<file path="src/rtl/msx_mouse_pkg.sv">
// Shared types and constants for the MSX joystick-port mouse reader.
package msx_mouse_pkg;

   typedef enum logic [2:0] {
      ST_GAP,
      ST_TOGGLE,
      ST_SETTLE,
      ST_SAMPLE,
      ST_DONE
   } state_t;

   typedef logic [1:0] nib_idx_t;

   localparam int DEF_SETTLE_CYCLES   = 200;
   localparam int DEF_POLL_CYCLES     = 357954;
   localparam int MOUSE_RESYNC_CYCLES = 100000;

endpackage

</file>
<file path="src/rtl/msx_pin_sync.sv">
// Two-flop synchroniser for asynchronous port pins; data only, so no reset.
module msx_pin_sync #(
   parameter int WIDTH = 1
) (
   input  logic             clk_sys,
   input  logic [WIDTH-1:0] d,
   output logic [WIDTH-1:0] q
);

   logic [WIDTH-1:0] sync_p0;
   logic [WIDTH-1:0] sync_p1;

   always_ff @(posedge clk_sys) begin
      sync_p0 <= d;
      sync_p1 <= sync_p0;
   end

   assign q = sync_p1;

endmodule

</file>
<file path="src/rtl/msx_mouse_reader.sv">
// Host-side MSX mouse reader: four strobe toggles per frame, assembles dx/dy/buttons.
// Optional MSX_MOUSE_ACCUM_EN adds a clamped absolute-position accumulator on pos_x/pos_y.
module msx_mouse_reader
   import msx_mouse_pkg::*;
#(
   parameter int SETTLE_CYCLES = DEF_SETTLE_CYCLES,
   parameter int POLL_CYCLES   = DEF_POLL_CYCLES,
   parameter int X_MAX         = 511,
   parameter int Y_MAX         = 383
) (
   input  logic       clk_sys,
   input  logic       reset,
   input  logic       enable,
   input  logic [5:0] joy_in,
   output logic       stra,
   output logic [7:0] dx,
   output logic [7:0] dy,
   output logic [1:0] buttons,
   output logic       valid,
   output logic       busy,
   output logic [9:0] pos_x,
   output logic [9:0] pos_y
);

   localparam int CNT_MAX = (POLL_CYCLES > SETTLE_CYCLES) ? POLL_CYCLES : SETTLE_CYCLES;
   localparam int CNT_W   = $clog2(CNT_MAX + 1);

   generate
      if (SETTLE_CYCLES < 1 || X_MAX < 0 || X_MAX > 1023 || Y_MAX < 0 || Y_MAX > 1023) begin : g_param_check
         $error("msx_mouse_reader: SETTLE_CYCLES must be >=1 and X_MAX/Y_MAX must fit 10 bits");
      end
   endgenerate

   logic [5:0]       joy_s;
   state_t           state_q, state_d;
   logic [CNT_W-1:0] cnt_q, cnt_d;
   nib_idx_t         idx_q, idx_d;
   logic [11:0]      nib_sr;

   msx_pin_sync #(.WIDTH(6)) u_joy_sync (
      .clk_sys (clk_sys),
      .d       (joy_in),
      .q       (joy_s)
   );

   always_comb begin
      state_d = state_q;
      cnt_d   = cnt_q;
      idx_d   = idx_q;
      case (state_q)
         ST_GAP: begin
            if (cnt_q != '0)
               cnt_d = cnt_q - CNT_W'(1);
            else if (enable)
               state_d = ST_TOGGLE;
         end
         ST_TOGGLE: begin
            cnt_d   = CNT_W'(SETTLE_CYCLES);
            state_d = (SETTLE_CYCLES == 1) ? ST_SAMPLE : ST_SETTLE;
         end
         // counter holds SETTLE_CYCLES on the first settle cycle, so leave at 2
         ST_SETTLE: begin
            cnt_d = cnt_q - CNT_W'(1);
            if (cnt_q <= CNT_W'(2))
               state_d = ST_SAMPLE;
         end
         ST_SAMPLE: begin
            idx_d   = idx_q + 2'd1;
            state_d = (idx_q == 2'd3) ? ST_DONE : ST_TOGGLE;
         end
         ST_DONE: begin
            cnt_d   = CNT_W'(POLL_CYCLES);
            idx_d   = '0;
            state_d = ST_GAP;
         end
         default: begin
            cnt_d   = CNT_W'(POLL_CYCLES);
            idx_d   = '0;
            state_d = ST_GAP;
         end
      endcase
   end

   // stra flips on the edge entering TOGGLE so it is visible in the TOGGLE cycle itself
   always_ff @(posedge clk_sys) begin
      if (reset) begin
         state_q <= ST_GAP;
         cnt_q   <= CNT_W'(POLL_CYCLES);
         idx_q   <= '0;
         stra    <= 1'b0;
         dx      <= '0;
         dy      <= '0;
         buttons <= '0;
      end else begin
         state_q <= state_d;
         cnt_q   <= cnt_d;
         idx_q   <= idx_d;
         if (state_d == ST_TOGGLE)
            stra <= ~stra;
         if (state_q == ST_SAMPLE && idx_q == 2'd3) begin
            dx      <= nib_sr[11:4];
            dy      <= {nib_sr[3:0], joy_s[3:0]};
            buttons <= ~joy_s[5:4];
         end
      end
   end

   always_ff @(posedge clk_sys) begin
      if (state_q == ST_SAMPLE)
         nib_sr <= {nib_sr[7:0], joy_s[3:0]};
   end

   assign valid = (state_q == ST_DONE);
   assign busy  = (state_q == ST_TOGGLE) || (state_q == ST_SETTLE) || (state_q == ST_SAMPLE);

`ifdef MSX_MOUSE_ACCUM_EN
   function automatic logic [9:0] clamp_pos(input logic signed [10:0] v, input int hi);
      if (v < 0)
         return '0;
      else if (v > hi)
         return 10'(hi);
      else
         return v[9:0];
   endfunction

   // MSX sense is + = left/up; screen sense needs subtraction
   logic signed [10:0] next_x, next_y;
   assign next_x = $signed({1'b0, pos_x}) - $signed({{3{dx[7]}}, dx});
   assign next_y = $signed({1'b0, pos_y}) - $signed({{3{dy[7]}}, dy});

   always_ff @(posedge clk_sys) begin
      if (reset) begin
         pos_x <= 10'(X_MAX / 2 + 1);
         pos_y <= 10'(Y_MAX / 2 + 1);
      end else if (state_q == ST_DONE) begin
         pos_x <= clamp_pos(next_x, X_MAX);
         pos_y <= clamp_pos(next_y, Y_MAX);
      end
   end
`else
   assign pos_x = '0;
   assign pos_y = '0;
`endif

endmodule

</file>
<file path="config.mk">
export PLATFORM = sky130hd
export DESIGN_NAME = msx_mouse_reader
export DESIGN_NICKNAME = d
export VERILOG_FILES = /design/src/rtl/msx_mouse_pkg.sv /design/src/rtl/msx_pin_sync.sv /design/src/rtl/msx_mouse_reader.sv
export SDC_FILE = /design/constraint.sdc
export NUM_CORES = 1
export LEC_CHECK = 0
export ABC_AREA = 1
export ABC_CLOCK_PERIOD_IN_PS = 1800
export CELL_PAD_IN_SITES_DETAIL_PLACEMENT = 0
export CELL_PAD_IN_SITES_GLOBAL_PLACEMENT = 1
export CORE_ASPECT_RATIO = 1.2
export CORE_MARGIN = 3
export CORE_UTILIZATION = 39
export DETAILED_ROUTE_END_ITERATION = 8
export GPL_TIMING_DRIVEN = 0
export PLACE_DENSITY_LB_ADDON = 0.1
export SYNTH_ARGS = -nofsm -noshare
export SYNTH_HDL_FRONTEND = slang
export SYNTH_SLANG_ARGS = --single-unit
</file>
<file path="constraint.sdc">
create_clock -name clk_sys -period 1.8 [get_ports clk_sys]
set_input_delay 0.27 -clock clk_sys [delete_from_list [all_inputs] [get_ports clk_sys]]
set_output_delay 0.27 -clock clk_sys [all_outputs]
set_load 0.005 [all_outputs]
</file>
==> impl_summary.md <==
Status
The flow ran to the end, and the final reports show no timing, DRC or antenna violations.

Critical path
The required arrival time at the worst endpoint is about 2.0 ns. The data arrival time of the critical path is around 1.9 ns. The startpoint identified for the worst register-to-register timing path is cnt_q[0].

The cell that appears most often on the critical path is sky130_fd_sc_hd__nand2_1. The total buffers and inverters traversed by the critical path is 3. For this run, the slowest stage of the critical path takes about 0.33 ns. Traced cell by cell, the critical path runs through inv_1 -> ha_1 -> nand2_1 -> nor2_2 -> nand3_4 -> nand2_4 -> inv_2 -> buf_6 -> nand2_1 -> o211ai_2. For this design, the slowest cell found on the critical path is sky130_fd_sc_hd__dfxtp_1. The path type of the worst setup path is reg2reg. STA classifies the critical path endpoint as a flop. The largest fanout on the critical path is 10.

The launch point of the worst path is cnt_q[0]. The kind of start point of the critical path is a flop. Among cell families on the critical path, the largest total delay comes from simple AND/OR/NAND/NOR gates.

CTS
After clock tree synthesis, the clock-pin slew on the worst setup and hold paths is ~0.09 ns. The hold buffer count at cts is 0. The TritonCTS clock tree is done. Counting every sink on the clock net gives 67. Once the clock tree was built, the setup fixing pass inserted 0 buffers. For the worst-skew pair, the clock arrives at the later sink with an insertion delay of between 0.3 and 0.4 ns. The root buffer cell chosen for the clock tree is sky130_fd_sc_hd__clkbuf_8. The maximum number of buffers from clock root to sink is 2. The total number of H-tree levels is 3.

The number of buffers created by CTS is 9.

Yosys
The fraction of synthesized cell area taken by the top area cell type is 36.1%. The sequential cell area fraction in the yosys report is a little under half. During synthesis, Yosys emitted a total of 0 warnings. In this run, synthesis produced a sequential element count of 67. The post-synthesis cell type count is 32.

The synthesized area per cell is 7.72 um^2. The largest area contributor in the synthesized netlist is sky130_fd_sc_hd__dfxtp_1. Synthesis produced a netlist whose cell count is around 400. The synthesized netlist occupies a cell area of approximately 3000 um^2. Sorting the synthesized cells by area gives the leading types as sky130_fd_sc_hd__dfxtp_1 36%, sky130_fd_sc_hd__nand2_1 13%, sky130_fd_sc_hd__edfxtp_1 12%.

Global routing
The residual overflow from global routing is 0. The first-pass GRT wire length is roughly 12 mm. The via count of the first global-routing pass is around 2600. The maximum number of pins on one net before global-route repair is 22. The initial antenna violation count came to 0. For this run, the total global-route usage over all layers was measured as roughly 18%.

Timing
The worst hold slack is approximately 0.33 ns. Static timing analysis puts the maximum clock frequency at 595 MHz. At the pin with the least slew margin, the transition time is about 0.57 ns. Setup violations remaining at the end of the flow were counted as 0. The final max-slew violation count is 0.

The number of endpoints with negative hold slack in the final report is 0. The time the worst path needs with I/O delays and setup is about 1.7 ns. Setup repair after global routing left no endpoint under its margin. The final sum of negative setup slack is 0 ns. The final clock period utilization by the worst path is between 90% and 100%.

The relative slew slack is 62.2%. The worst clock skew on the final layout is around 0.013 ns.

Detailed routing
Dividing the detail-routed wire length by the instance count gives about 14 um. Once detail routing completed, the nets flagged for antenna violations numbered 0. After the first detailed-routing iteration, the DRC count stood at between 100 and 150. After detailed routing, the total wire length is about 7.5 mm.

The post-detailed-route via-to-cell ratio is approximately 4.8. For this run, the detailed router's first-pass iteration total came to 5. The routed layout has between 2000 and 3000 vias.

For this run, design rule violations remaining after detail routing come to 0.

Floorplan
The placeable core area is roughly 7400 um^2. Once the floorplan was initialized, standard cells occupied around two fifths of the core. For this design the top-level I/O count stands at 50.

The width of the die is 86.7 um. The floorplan step defined a die boundary enclosing just under 9000 um^2. The die height is 103 um. The standard-cell row count is 34.

Min path
In this run the most critical hold path is launched from u_joy_sync.sync_p0[5]. The path class of the tightest hold or removal check is reg2reg.

Cells and area
The number of inserted diodes is 0. The synthesis-to-layout area growth is 22.0%. After the last flow step, the layout net total stands at about 470. The share of post-route cells with drive strength above 1 is a little over an eighth. With fillers left out, the area of the finished cells amounts to between 3000 and 4000 um^2. The filler cell count in the final layout is between 700 and 800.

Pwr
Across the VDD grid, the largest voltage drop is roughly 490 uV. The power per cell area is 807 nW/um^2. The leakage dissipation is between 1.5 and 2 nW.

Flow run
The count of maximum capacitance violations is 0.

Place
The count of buffers added on input and output ports is 29. The congestion estimate from routability-driven global placement came to 0.884. The post-placement cell area is about 3500 um^2.

The HPWL after detailed placement is about 5.4 mm.
==> registers in the layout (all words and copies together) (netlist names) <==
name                cells
idx_q                   2
cnt_q                  19
nib_sr                 12
state_q                 3
stra                    1
dx                      8
u_joy_sync.q            6
u_joy_sync.sync_p0      6
dy                      8
buttons                 2
==> through the flow <==
step | setup slack (ns) | total power [mW] | std cells | util, %
global route | 0.00395 | 3.16 | 549 | 50.3
floorplan | 0.374 | 1.79 | 414 | -
global placement | -0.226 | 1.85 | 533 | 47.6
CTS | 0.0448 | 3.04 | 549 | 50.1
detailed placement | -0.224 | 1.86 | 533 | 47.6
finish | 0.120 | 3.00 | 549 | 50.3
==> power breakdown <==
group	internal [mW]	total (mW)	switching [mW]	leakage, nW
combinational	0.101	0.251	0.149	0.972
sequential	1.55	1.58	0.0265	0.558
clock	0.549	1.17	0.624	0.0979
==> per-layer routing <==
metal | wire (um) | vias to the layer above | global-route usage, %
met4 | 180 | 0 | 7.79
li1 | - | 1359 | -
met3 | 244 | 16 | 4.00
met2 | 3700 | 58 | 31.0
met5 | 0 | - | 0
met1 | 3390 | 1210 | 21.8
==> final timing paths <==
check                                       end  slack [ns]  depth (start not counted)
worst max-delay path                   cnt_q[6]        0.12                         10
worst min-delay path            u_joy_sync.q[5]        0.33                          0
worst max register to register         cnt_q[6]        0.12                         10
worst min register to register  u_joy_sync.q[5]        0.33                          0
==> cells by family after synthesis <==
logic type      count (synthesis)  synth area share (%)
compound gates                 45                  8.17
xor+xnor                        1                 0.287
fa+ha+maj                       4                  1.64
buf+inv                        65                  11.3
flops                          67                  47.9
other cells                     1                 0.123
simple gates                  212                  30.6
==> final cells by class <==
type                            instances  area, um^2  share of cell area, %
Clock inverter                          6        43.8                   1.18
Clock buffer                           10         138                   3.70
Timing Repair Buffer                   29         293                   7.87
Tap cell                               90         113                   3.03
Buffer                                 32         220                   5.92
Inverter                               33         124                   3.33
Multi-Input combinational cell        282        1330                   35.7
Sequential cell                        67        1460                   39.3
==> timing repair <==
item / in CTS / in global routing
gates resized for setup: 1 / 4
gates cloned: 0 / 0
endpoints found under the setup margin: 1 / 7
==> Yosys cell counts <==
| master | instances |
|---|---|
| sky130_fd_sc_hd__nor2_2 | 6 |
| sky130_fd_sc_hd__clkbuf_1 | 6 |
| sky130_fd_sc_hd__buf_2 | 2 |
| sky130_fd_sc_hd__o21bai_1 | 1 |
| sky130_fd_sc_hd__buf_4 | 22 |
| sky130_fd_sc_hd__nand3_1 | 39 |
| sky130_fd_sc_hd__inv_2 | 4 |
| sky130_fd_sc_hd__conb_1 | 1 |
| sky130_fd_sc_hd__xor2_1 | 1 |
| sky130_fd_sc_hd__nand3b_1 | 1 |
| sky130_fd_sc_hd__or2_1 | 1 |
| sky130_fd_sc_hd__nor2_1 | 42 |
| sky130_fd_sc_hd__inv_1 | 28 |
| sky130_fd_sc_hd__nand4_1 | 7 |
| sky130_fd_sc_hd__edfxtp_1 | 12 |
| sky130_fd_sc_hd__nand2_2 | 2 |
| sky130_fd_sc_hd__a31oi_1 | 1 |
| sky130_fd_sc_hd__buf_6 | 2 |
| sky130_fd_sc_hd__nand3_4 | 1 |
| sky130_fd_sc_hd__clkinv_1 | 1 |
| sky130_fd_sc_hd__o21ai_0 | 10 |
| sky130_fd_sc_hd__o211ai_2 | 2 |
| sky130_fd_sc_hd__nor3_1 | 2 |
| sky130_fd_sc_hd__o31ai_1 | 1 |
| sky130_fd_sc_hd__a21boi_1 | 1 |
| sky130_fd_sc_hd__nand2_4 | 1 |
| sky130_fd_sc_hd__a21oi_1 | 29 |
| sky130_fd_sc_hd__dfxtp_1 | 55 |
| sky130_fd_sc_hd__or2_0 | 2 |
| sky130_fd_sc_hd__nand2_1 | 106 |
| sky130_fd_sc_hd__ha_1 | 4 |
| sky130_fd_sc_hd__nor2_4 | 2 |
==> layout by cell type, fill, tap and decap left out, types with 12 or more instances in the layout <==
| cell type | Yosys | layout |
|---|---|---|
| sky130_fd_sc_hd__a21oi_1 | 29 | 29 |
| sky130_fd_sc_hd__buf_4 | 22 | 22 |
| sky130_fd_sc_hd__clkdlybuf4s50_1 | 0 | 28 |
| sky130_fd_sc_hd__conb_1 | 1 | 20 |
| sky130_fd_sc_hd__dfxtp_1 | 55 | 54 |
| sky130_fd_sc_hd__edfxtp_1 | 12 | 12 |
| sky130_fd_sc_hd__inv_1 | 28 | 28 |
| sky130_fd_sc_hd__nand2_1 | 106 | 106 |
| sky130_fd_sc_hd__nand3_1 | 39 | 39 |
| sky130_fd_sc_hd__nor2_1 | 42 | 41 |
Power figures use the tool's default switching activity.
